## src/rtl/vend_pkg.sv

```systemverilog
// Shared definitions for the two-panel vending arbiter: state encoding,
// coin codes and the default session timeout.
package vend_pkg;

  localparam int TIMEOUT_CYC_DEF = 16;

  typedef enum logic [1:0] {
    ST_IDLE    = 2'd0,
    ST_SERVE   = 2'd1,
    ST_RELEASE = 2'd2,
    ST_ABORT   = 2'd3
  } vend_state_e;

  localparam logic [1:0] COIN_NONE = 2'd0;
  localparam logic [1:0] COIN_ONE  = 2'd1;
  localparam logic [1:0] COIN_TWO  = 2'd2;

  // Code 3 is illegal and behaves exactly like no coin.
  function automatic logic coin_counts(input logic [1:0] c);
    return (c == COIN_ONE) || (c == COIN_TWO);
  endfunction

endpackage

```

## src/rtl/vend_timeout_ctr.sv

```systemverilog
// Idle-cycle counter for a granted session; expired flags the last allowed
// zero-coin cycle.
module vend_timeout_ctr
  import vend_pkg::*;
#(
  parameter int TIMEOUT_CYC = TIMEOUT_CYC_DEF
) (
  input  logic clk,
  input  logic rst,
  input  logic clear,
  input  logic inc,
  output logic expired
);

  localparam int CW = (TIMEOUT_CYC > 1) ? $clog2(TIMEOUT_CYC) : 1;

  logic [CW-1:0] cnt_q, cnt_d;

  always_comb begin
    cnt_d = cnt_q;
    if (clear)    cnt_d = '0;
    else if (inc) cnt_d = cnt_q + CW'(1);
  end

  always_ff @(posedge clk) begin
    if (!rst) cnt_q <= '0;
    else      cnt_q <= cnt_d;
  end

  assign expired = (cnt_q == CW'(TIMEOUT_CYC - 1));

endmodule

```

## src/rtl/vend_arbiter.sv

```systemverilog
// Round-robin arbiter sharing one vending core between two coin panels,
// with per-session timeout and core reset on abort.
module vend_arbiter
  import vend_pkg::*;
#(
  parameter int TIMEOUT_CYC = TIMEOUT_CYC_DEF
) (
  input  logic       clk,
  input  logic       rst,
  input  logic [1:0] req,
  input  logic [1:0] coin0,
  input  logic [1:0] coin1,
  input  logic       product,
  input  logic       change,
  output logic [1:0] core_in,
  output logic       core_rst,
  output logic [1:0] grant,
  output logic [1:0] done_prod,
  output logic [1:0] done_chg,
  output logic [1:0] aborted
);

  vend_state_e state_q, state_d;
  logic [1:0]  grant_q, grant_d;
  logic        last_q, last_d;       // index of panel served last
  logic [1:0]  core_in_q, core_in_d;
  logic        core_rst_q, core_rst_d;
  logic [1:0]  done_prod_q, done_prod_d;
  logic [1:0]  done_chg_q, done_chg_d;
  logic [1:0]  aborted_q, aborted_d;

  logic [1:0]  sel_coin;
  logic        coin_live;
  logic        pick1;
  logic        ctr_clr, ctr_inc, ctr_expired;
  logic        timeout;

  assign sel_coin  = grant_q[1] ? coin1 : coin0;
  assign coin_live = coin_counts(sel_coin);
  assign timeout   = ctr_expired && !coin_live;
  // Panel 1 wins when alone, or when both ask and panel 0 went last.
  assign pick1     = req[1] && (!req[0] || !last_q);

  vend_timeout_ctr #(.TIMEOUT_CYC(TIMEOUT_CYC)) u_tmo (
    .clk     (clk),
    .rst     (rst),
    .clear   (ctr_clr),
    .inc     (ctr_inc),
    .expired (ctr_expired)
  );

  always_comb begin
    state_d     = state_q;
    grant_d     = grant_q;
    last_d      = last_q;
    core_in_d   = COIN_NONE;
    core_rst_d  = 1'b0;
    done_prod_d = '0;
    done_chg_d  = '0;
    aborted_d   = '0;
    ctr_clr     = 1'b0;
    ctr_inc     = 1'b0;
    case (state_q)
      ST_IDLE: begin
        grant_d = '0;
        if (req != 2'b00) begin
          grant_d = pick1 ? 2'b10 : 2'b01;
          state_d = ST_SERVE;
          ctr_clr = 1'b1;
        end
      end
      ST_SERVE: begin
        ctr_clr = coin_live;
        ctr_inc = !coin_live;
        // Product beats a simultaneous timeout.
        if (product) begin
          done_prod_d = grant_q;
          done_chg_d  = change ? grant_q : 2'b00;
          state_d     = ST_RELEASE;
        end else if (timeout) begin
          aborted_d  = grant_q;
          core_rst_d = 1'b1;
          state_d    = ST_ABORT;
        end else begin
          core_in_d = coin_live ? sel_coin : COIN_NONE;
        end
      end
      ST_RELEASE, ST_ABORT: begin
        grant_d = '0;
        last_d  = grant_q[1];
        state_d = ST_IDLE;
      end
      default: begin
        grant_d = '0;
        state_d = ST_IDLE;
      end
    endcase
  end

  always_ff @(posedge clk) begin
    if (!rst) begin
      state_q     <= ST_IDLE;
      grant_q     <= '0;
      last_q      <= 1'b1;
      core_in_q   <= COIN_NONE;
      core_rst_q  <= 1'b1;
      done_prod_q <= '0;
      done_chg_q  <= '0;
      aborted_q   <= '0;
    end else begin
      state_q     <= state_d;
      grant_q     <= grant_d;
      last_q      <= last_d;
      core_in_q   <= core_in_d;
      core_rst_q  <= core_rst_d;
      done_prod_q <= done_prod_d;
      done_chg_q  <= done_chg_d;
      aborted_q   <= aborted_d;
    end
  end

  assign core_in   = core_in_q;
  assign core_rst  = core_rst_q;
  assign grant     = grant_q;
  assign done_prod = done_prod_q;
  assign done_chg  = done_chg_q;
  assign aborted   = aborted_q;

endmodule

```

## config.mk

```make
export PLATFORM = sky130hd
export DESIGN_NAME = vend_arbiter
export DESIGN_NICKNAME = d
export VERILOG_FILES = /design/src/rtl/vend_pkg.sv /design/src/rtl/vend_timeout_ctr.sv /design/src/rtl/vend_arbiter.sv
export SDC_FILE = /design/constraint.sdc
export NUM_CORES = 1
export LEC_CHECK = 0
export CAP_MARGIN = 10
export CORE_UTILIZATION = 30
export DETAILED_ROUTE_END_ITERATION = 8
export SYNTH_ARGS = -nofsm -noshare
export SYNTH_HDL_FRONTEND = slang
export SYNTH_SLANG_ARGS = --single-unit
```

## constraint.sdc

```tcl
create_clock -name clk -period 1.5 [get_ports clk]
set_input_delay 0.375 -clock clk [delete_from_list [all_inputs] [get_ports clk]]
set_output_delay 0.375 -clock clk [all_outputs]
set_load 0.02 [all_outputs]
```

# Yosys cells after proc, flatten, opt, wreduce, memory -nomap -nowiden
# Index checks and enable logic that the tools add are counted.
dict set report classes {
  n_reduce_logical 17
  muxes 14
  n_bitwise 4
  n_mul 0
  n_eq_ne 8
  n_div 0
  shifts 0
  n_addsub 1
  n_lt_le_gt_ge 0
}
# op n
set op_table {}
lappend op_table {{$mux W2} 6}
lappend op_table {{$eq A2 B2 Y1 const B} 3}
lappend op_table {{$pmux W2 S3} 1}
lappend op_table {{$mux W1} 5}
lappend op_table {{$reduce_or A5 Y1} 1}
lappend op_table {{$add A4 B1 Y4 const B} 1}
lappend op_table {{$eq A2 B1 Y1 const B} 2}
lappend op_table {{$eq A4 B4 Y1 const B} 1}
lappend op_table {{$not A1 Y1} 4}
lappend op_table {{$pmux W2 S2} 1}
lappend op_table {{$reduce_and A4 Y1} 1}
lappend op_table {{$reduce_bool A2 Y1} 2}
lappend op_table {{$reduce_or A2 Y1} 2}
lappend op_table {{$reduce_or A4 Y1} 1}
lappend op_table {{$logic_not A1 Y1} 3}
lappend op_table {{$ne A3 B3 Y1 const B} 1}
lappend op_table {{$reduce_and A3 Y1} 1}
lappend op_table {{$logic_and A1 B1 Y1} 2}
lappend op_table {{$logic_not A2 Y1} 1}
lappend op_table {{$logic_or A1 B1 Y1} 2}
lappend op_table {{$ne A2 B2 Y1 const B} 1}
lappend op_table {{$pmux W1 S2} 1}
lappend op_table {{$reduce_and A2 Y1} 1}
dict set report totals {
  ram_bits 0
  n_memories 0
  latchBits 0
  output_inout_bits 11
  mem_bits_ro 0
  register_bits 18
  elab_cells 53
  input_bits 10
}

# Depth between registers and ports, before layout
dict set report logic_depth {
  ltp_word 8
  mapped_depth 4
  mapped_depth_nobuf 4
}

# Modules after synthesis
# From an unflattened synthesis, not the netlist that was laid out.
dict set report hier_totals {
  hier_cells 76
  hier_area_um2 729.4
}
# mod seq_area_each_um2 cells_each instances area_per_inst_um2
set modules_own_cells {}
lappend modules_own_cells {vend_arbiter 280.3 58 1 540.5}
lappend modules_own_cells {vend_timeout_ctr 80.1 18 1 188.9}

# Least setup slack after synthesis
# Ideal clock, no wire load.
dict set report synth_path {
  path_type {reg-to-reg}
  from {register grant_q[1], in the netlist grant[1]}
  to {register aborted_q[0], in the netlist aborted[0]}
  stages_incl_launch_ff 5
  path_buffers 1
  required_time_ns 1.385
  slack_ns 0.174
  period_less_slack_ns 1.326
  arrival_ns 1.211
  setup_time_ns 0.115
  cell_sequence {dfxtp_1 > buf_2 > mux2i_1 > nor3_1 > and2_1}
}
dict set report synth_via {
  elab_chain_len 7
  elab_cells_between_ends 8
  classes_between {eq/ne (2); mux (1); bitwise (1); reduce/logical (4)}
}
# element line_no
set synth_rtl {}
lappend synth_rtl {{start: declaration} vend_arbiter.sv:24} ;# logic [1:0] grant_q, grant_d;
lappend synth_rtl {{start signal: assignment} vend_arbiter.sv:112} ;# grant_q <= grant_d;
lappend synth_rtl {{$mux W2 *} vend_arbiter.sv:38} ;# assign sel_coin = grant_q[1] ? coin1 : coin0;
lappend synth_rtl {{$eq A2 B1 Y1 or $eq A2 B2 Y1 (tied branches)} vend_pkg.sv:20} ;# return (c == COIN_ONE) || (c == COIN_TWO);
lappend synth_rtl {{$logic_or A1 B1 Y1 *} vend_pkg.sv:20}
lappend synth_rtl {{$logic_not A1 Y1 *} vend_arbiter.sv:40} ;# assign timeout = ctr_expired && !coin_live;
lappend synth_rtl {{$logic_and A1 B1 Y1 *} vend_arbiter.sv:40}
lappend synth_rtl {{$not A1 Y1 (no line) *} --}
lappend synth_rtl {{$reduce_or A4 Y1 (no line) *} --}
lappend synth_rtl {{end signal: assignment} vend_arbiter.sv:118} ;# aborted_q <= aborted_d;
lappend synth_rtl {{end: declaration} vend_arbiter.sv:30} ;# logic [1:0] aborted_q, aborted_d;
# Every way passes the cells marked *; elsewhere a longest branch is shown, timed or not.
# A chain may end at the register's enable or synchronous reset.

# Final worst setup path
dict set report layout_path {
  from {input port coin1[1]}
  to {register u_tmo.cnt_q[0]}
}
dict set report layout_via {
  elab_chain_len 5
  elab_cells_between_ends 8
  classes_between {eq/ne (2); mux (3); reduce/logical (3)}
}
# element line_no
set layout_rtl {}
lappend layout_rtl {{start: declaration} vend_arbiter.sv:12} ;# input logic [1:0] coin1,
lappend layout_rtl {{$mux W2 *} vend_arbiter.sv:38}
lappend layout_rtl {{$eq A2 B1 Y1 or $eq A2 B2 Y1 (tied branches)} vend_pkg.sv:20}
lappend layout_rtl {{$logic_or A1 B1 Y1 *} vend_pkg.sv:20}
lappend layout_rtl {{$pmux W1 S2 or $logic_not A1 Y1 (tied branches)} {vend_arbiter.sv:63, vend_arbiter.sv:74}}
lappend layout_rtl {{$reduce_or A2 Y1 (no line) or $mux W1 (tied branches)} --}
lappend layout_rtl {{end signal: assignment} vend_timeout_ctr.sv:27} ;# else cnt_q <= cnt_d;
lappend layout_rtl {{end: declaration} vend_timeout_ctr.sv:17} ;# logic [CW-1:0] cnt_q, cnt_d;
# Marked as above.

==> impl_metrics.toml <==
[placed_design]
globalplace.congestion = 0.6998
place_area_sq_mm = 0.001016
dp_hpwl_mm = 1.096
dp.cells = 130
io_buffer_count = 20

[hold_path]
hold-path-endpoint = "u_tmo.cnt_q[1]"
hp-class = "register to register"
hold_path_depth = 2
min_from = "u_tmo.cnt_q[1]"

[worst_setup_path]
cp-end-kind = "register"
crit_chain = "clkdlybuf4s50_1, xnor2_1, mux2i_2, or3_1, a21oi_1"
slowest_delay_ns = 0.46
r2r_end = "u_tmo.cnt_q[3]"
critPathSlowestCell = "clkdlybuf4s50_1"
worst_r2r_path_depth = 4
start_kind = "primary input"
worstPathRequired_ns = 1.74
worst-setup-path-type = "primary input to register"
path_delay_family = "buffers and inverters"
reg2reg_slack_ns = 0.15
cp_data_arrival_time_ns = 1.66
crit_buf_inv = 1
critPathMaxFanout = 6
r2r-start = "state_q[0]"

[power_and_ir_drop]
leakage_nw = 0.4623
p_per_area_mw_per_mm2 = 898.7
ir_drop_uv = 555.2

[clock_network]
cts_setup_buffers = 0
root_buffer = "clkbuf_4"
cts_tree = "yes"
numCtsBuffers = 3
cts_max_path_buffers = 2
cts_num_sinks = 18
clkSlewWorstSetupHoldPaths_ns = 0.10
postCtsHoldBufs = 0
clock_latency_ns = 0.30
htree_levels = 1

[sta]
finalSetupViolations = 0
finalHoldViolations = 0
fmax_mhz = 703.1
fin_skew_ns = 0.004653
fin_crit_ns = 1.422
relSlewSlack_pct = 79.55
worstMarginPinSlew_ns = 0.3008
slew_viol_final = 0
finalCritPeriodShare_pct = 94.82
rsz0062_at_grt = "false"

[global_route]
antenna_found_initial = 0
track_usage_pct = 12.91
grt_pass1_wl_mm = 2.408
grt_start_max_net_pins = 11
grt_pass1_vias = 593
gr-total-overflow = 0

[yosys]
ys_top_cells_by_count = "18 x dfxtp_1, 7 x nand2_1, 5 x nor2_1"
synth_top_area_share_pct = 50.70
yosysWarningCount = 0
synth-main-ff-cell = "dfxtp_1"
synthCells = 73
ys_types = 28
post_synth.cell_area_avg_sq_um = 9.735
ys_seq_area_share_pct = 50.70
synth_area_leaders = "dfxtp_1 51%, nand2_1 3.7%, and2_1 3.5%"
syn-cell-area_sq_um = 710.7
ys_ff_latch = 18
yosys.cell_count.top_type = "dfxtp_1"
synth_edf_count = 0
syn-num-nets = 84
synth-async-reset-ratio_pct = 0
synth_area_leader_cell = "dfxtp_1"

[finish]
diodes = 0
fin_nets = 118
design_area_sq_mm = 0.001050
drive_above_1_share_pct = 16.98
final_cells = 134
fillers = 230
areaGrowthSynthToFinish_pct = 47.71

[status]
status = "finished, final reports clean"

[route]
viasPerCell = 4.694
drc = 0
totalWireLength_mm = 1.419
via_count = 629
dr.pass1.iters = 2
wl_per_cell_microns = 10.59
drtIter0Drc = 2
ant_nets = 0

[die]
die-width_microns = 50.67
ioPinCount = 21
core.rowCount = 17
die_h_microns = 50.67
start_util_pct = 32.13
core_sq_mm = 0.002212
die_area_sq_mm = 0.002567

[job]
cap_violations = 0
area by class of cell:
cell class,count,area (sq um),area share (%)
tap,28,35.03,3.337
multi-input combinational,52,349.1,33.25
clock buffer,4,36.28,3.456
inverter,2,7.507,0.7151
sequential,18,360.3,34.33
timing repair buffer,30,261.5,24.91
timing repair:
item | CTS | global route
endpoints found under the setup margin | 11 | 2
pin swaps | 0 | 0
gates resized for setup | 11 | 2
registers in the layout (all words and copies together), names as in the netlist:
name / flops
done_chg: 2
u_tmo.cnt_q: 4
done_prod: 2
aborted: 2
core_in: 2
core_rst: 1
state_q: 2
last_q: 1
grant: 2
cells in the final DEF, fill, tap and decap left out, drive strengths merged, types with 2 or more instances in the layout:
| cell type | n |
|---|---|
| or3 | 2 |
| nand2 | 7 |
| a211oi | 2 |
| a31oi | 2 |
| clkdlybuf4s50 | 9 |
| nor3b | 2 |
| dlygate4sd2 | 11 |
| and3 | 2 |
| nor3 | 2 |
| buf | 10 |
| xnor2 | 2 |
| nor2 | 5 |
| nand3 | 2 |
| and2 | 4 |
| a21oi | 2 |
| clkbuf | 4 |
| inv | 2 |
| nand2b | 5 |
| mux2i | 2 |
| dfxtp | 18 |
| a32o | 2 |
worst register-to-register path, stage by stage, from the launching register on:
cell and delay [ns]:
dfxtp_1 0.48, nand2b_4 0.10, or3_1 0.35, a211o_1 0.29
o21ai_0 0.06
worst max-delay path by stage:
stage	end	cells past startpoint	start
2_1_floorplan	aborted[0]	4	grant[1]
3_3_place_gp	u_tmo.cnt_q[0]	5	coin1[1]
3_5_place_dp	u_tmo.cnt_q[0]	5	coin0[0]
4_1_cts	u_tmo.cnt_q[0]	5	coin0[0]
5_1_grt	grant[1]	1	grant[1]
6_report	u_tmo.cnt_q[0]	5	coin1[1]
layer usage:
metal | global-route usage, % | up-vias | part of all wire (%)
met5 | 0 | - | 0
met3 | 3.030 | 4 | 5.0
met4 | 9.722 | 0 | 2.3
met1 | 14.94 | 289 | 47
li1 | - | 320 | -
met2 | 20.44 | 16 | 45
kinds of logic (layout without fill, tap and decap cells):
| family | after synthesis | count (layout) | synth area share (%) |
|---|---|---|---|
| buf+inv | 3 | 36 | 1.760 |
| mux | 2 | 2 | 2.817 |
| flops | 18 | 18 | 50.70 |
| fa+ha+maj | 1 | 1 | 1.760 |
| compound gates | 12 | 12 | 12.15 |
| simple gates | 34 | 34 | 27.11 |
| xor+xnor | 3 | 3 | 3.698 |
report_power, final:
group          switching, mW  internal [mW]  total (mW)
sequential            0.0137          0.491       0.505
clock                  0.153          0.148       0.301
combinational         0.0604         0.0772       0.138
per-stage QoR:
step                      hold slack (ns)  power, mW  setup WS [ns]  setup TNS (ns)  util (%)
final                              0.4828     0.9435        0.07774               0     47.45
after global routing               0.5137     0.9728        0.03020               0     47.45
after CTS                          0.4848     0.9477        0.05984               0     46.95
after detailed placement           0.4696     0.6531        -0.2679          -1.895     45.93
after global placement             0.4614     0.6525        -0.2274          -1.653     45.93
after floorplan                    0.4369     0.5753         0.1743               0         -
Power figures use the tool's default switching activity.
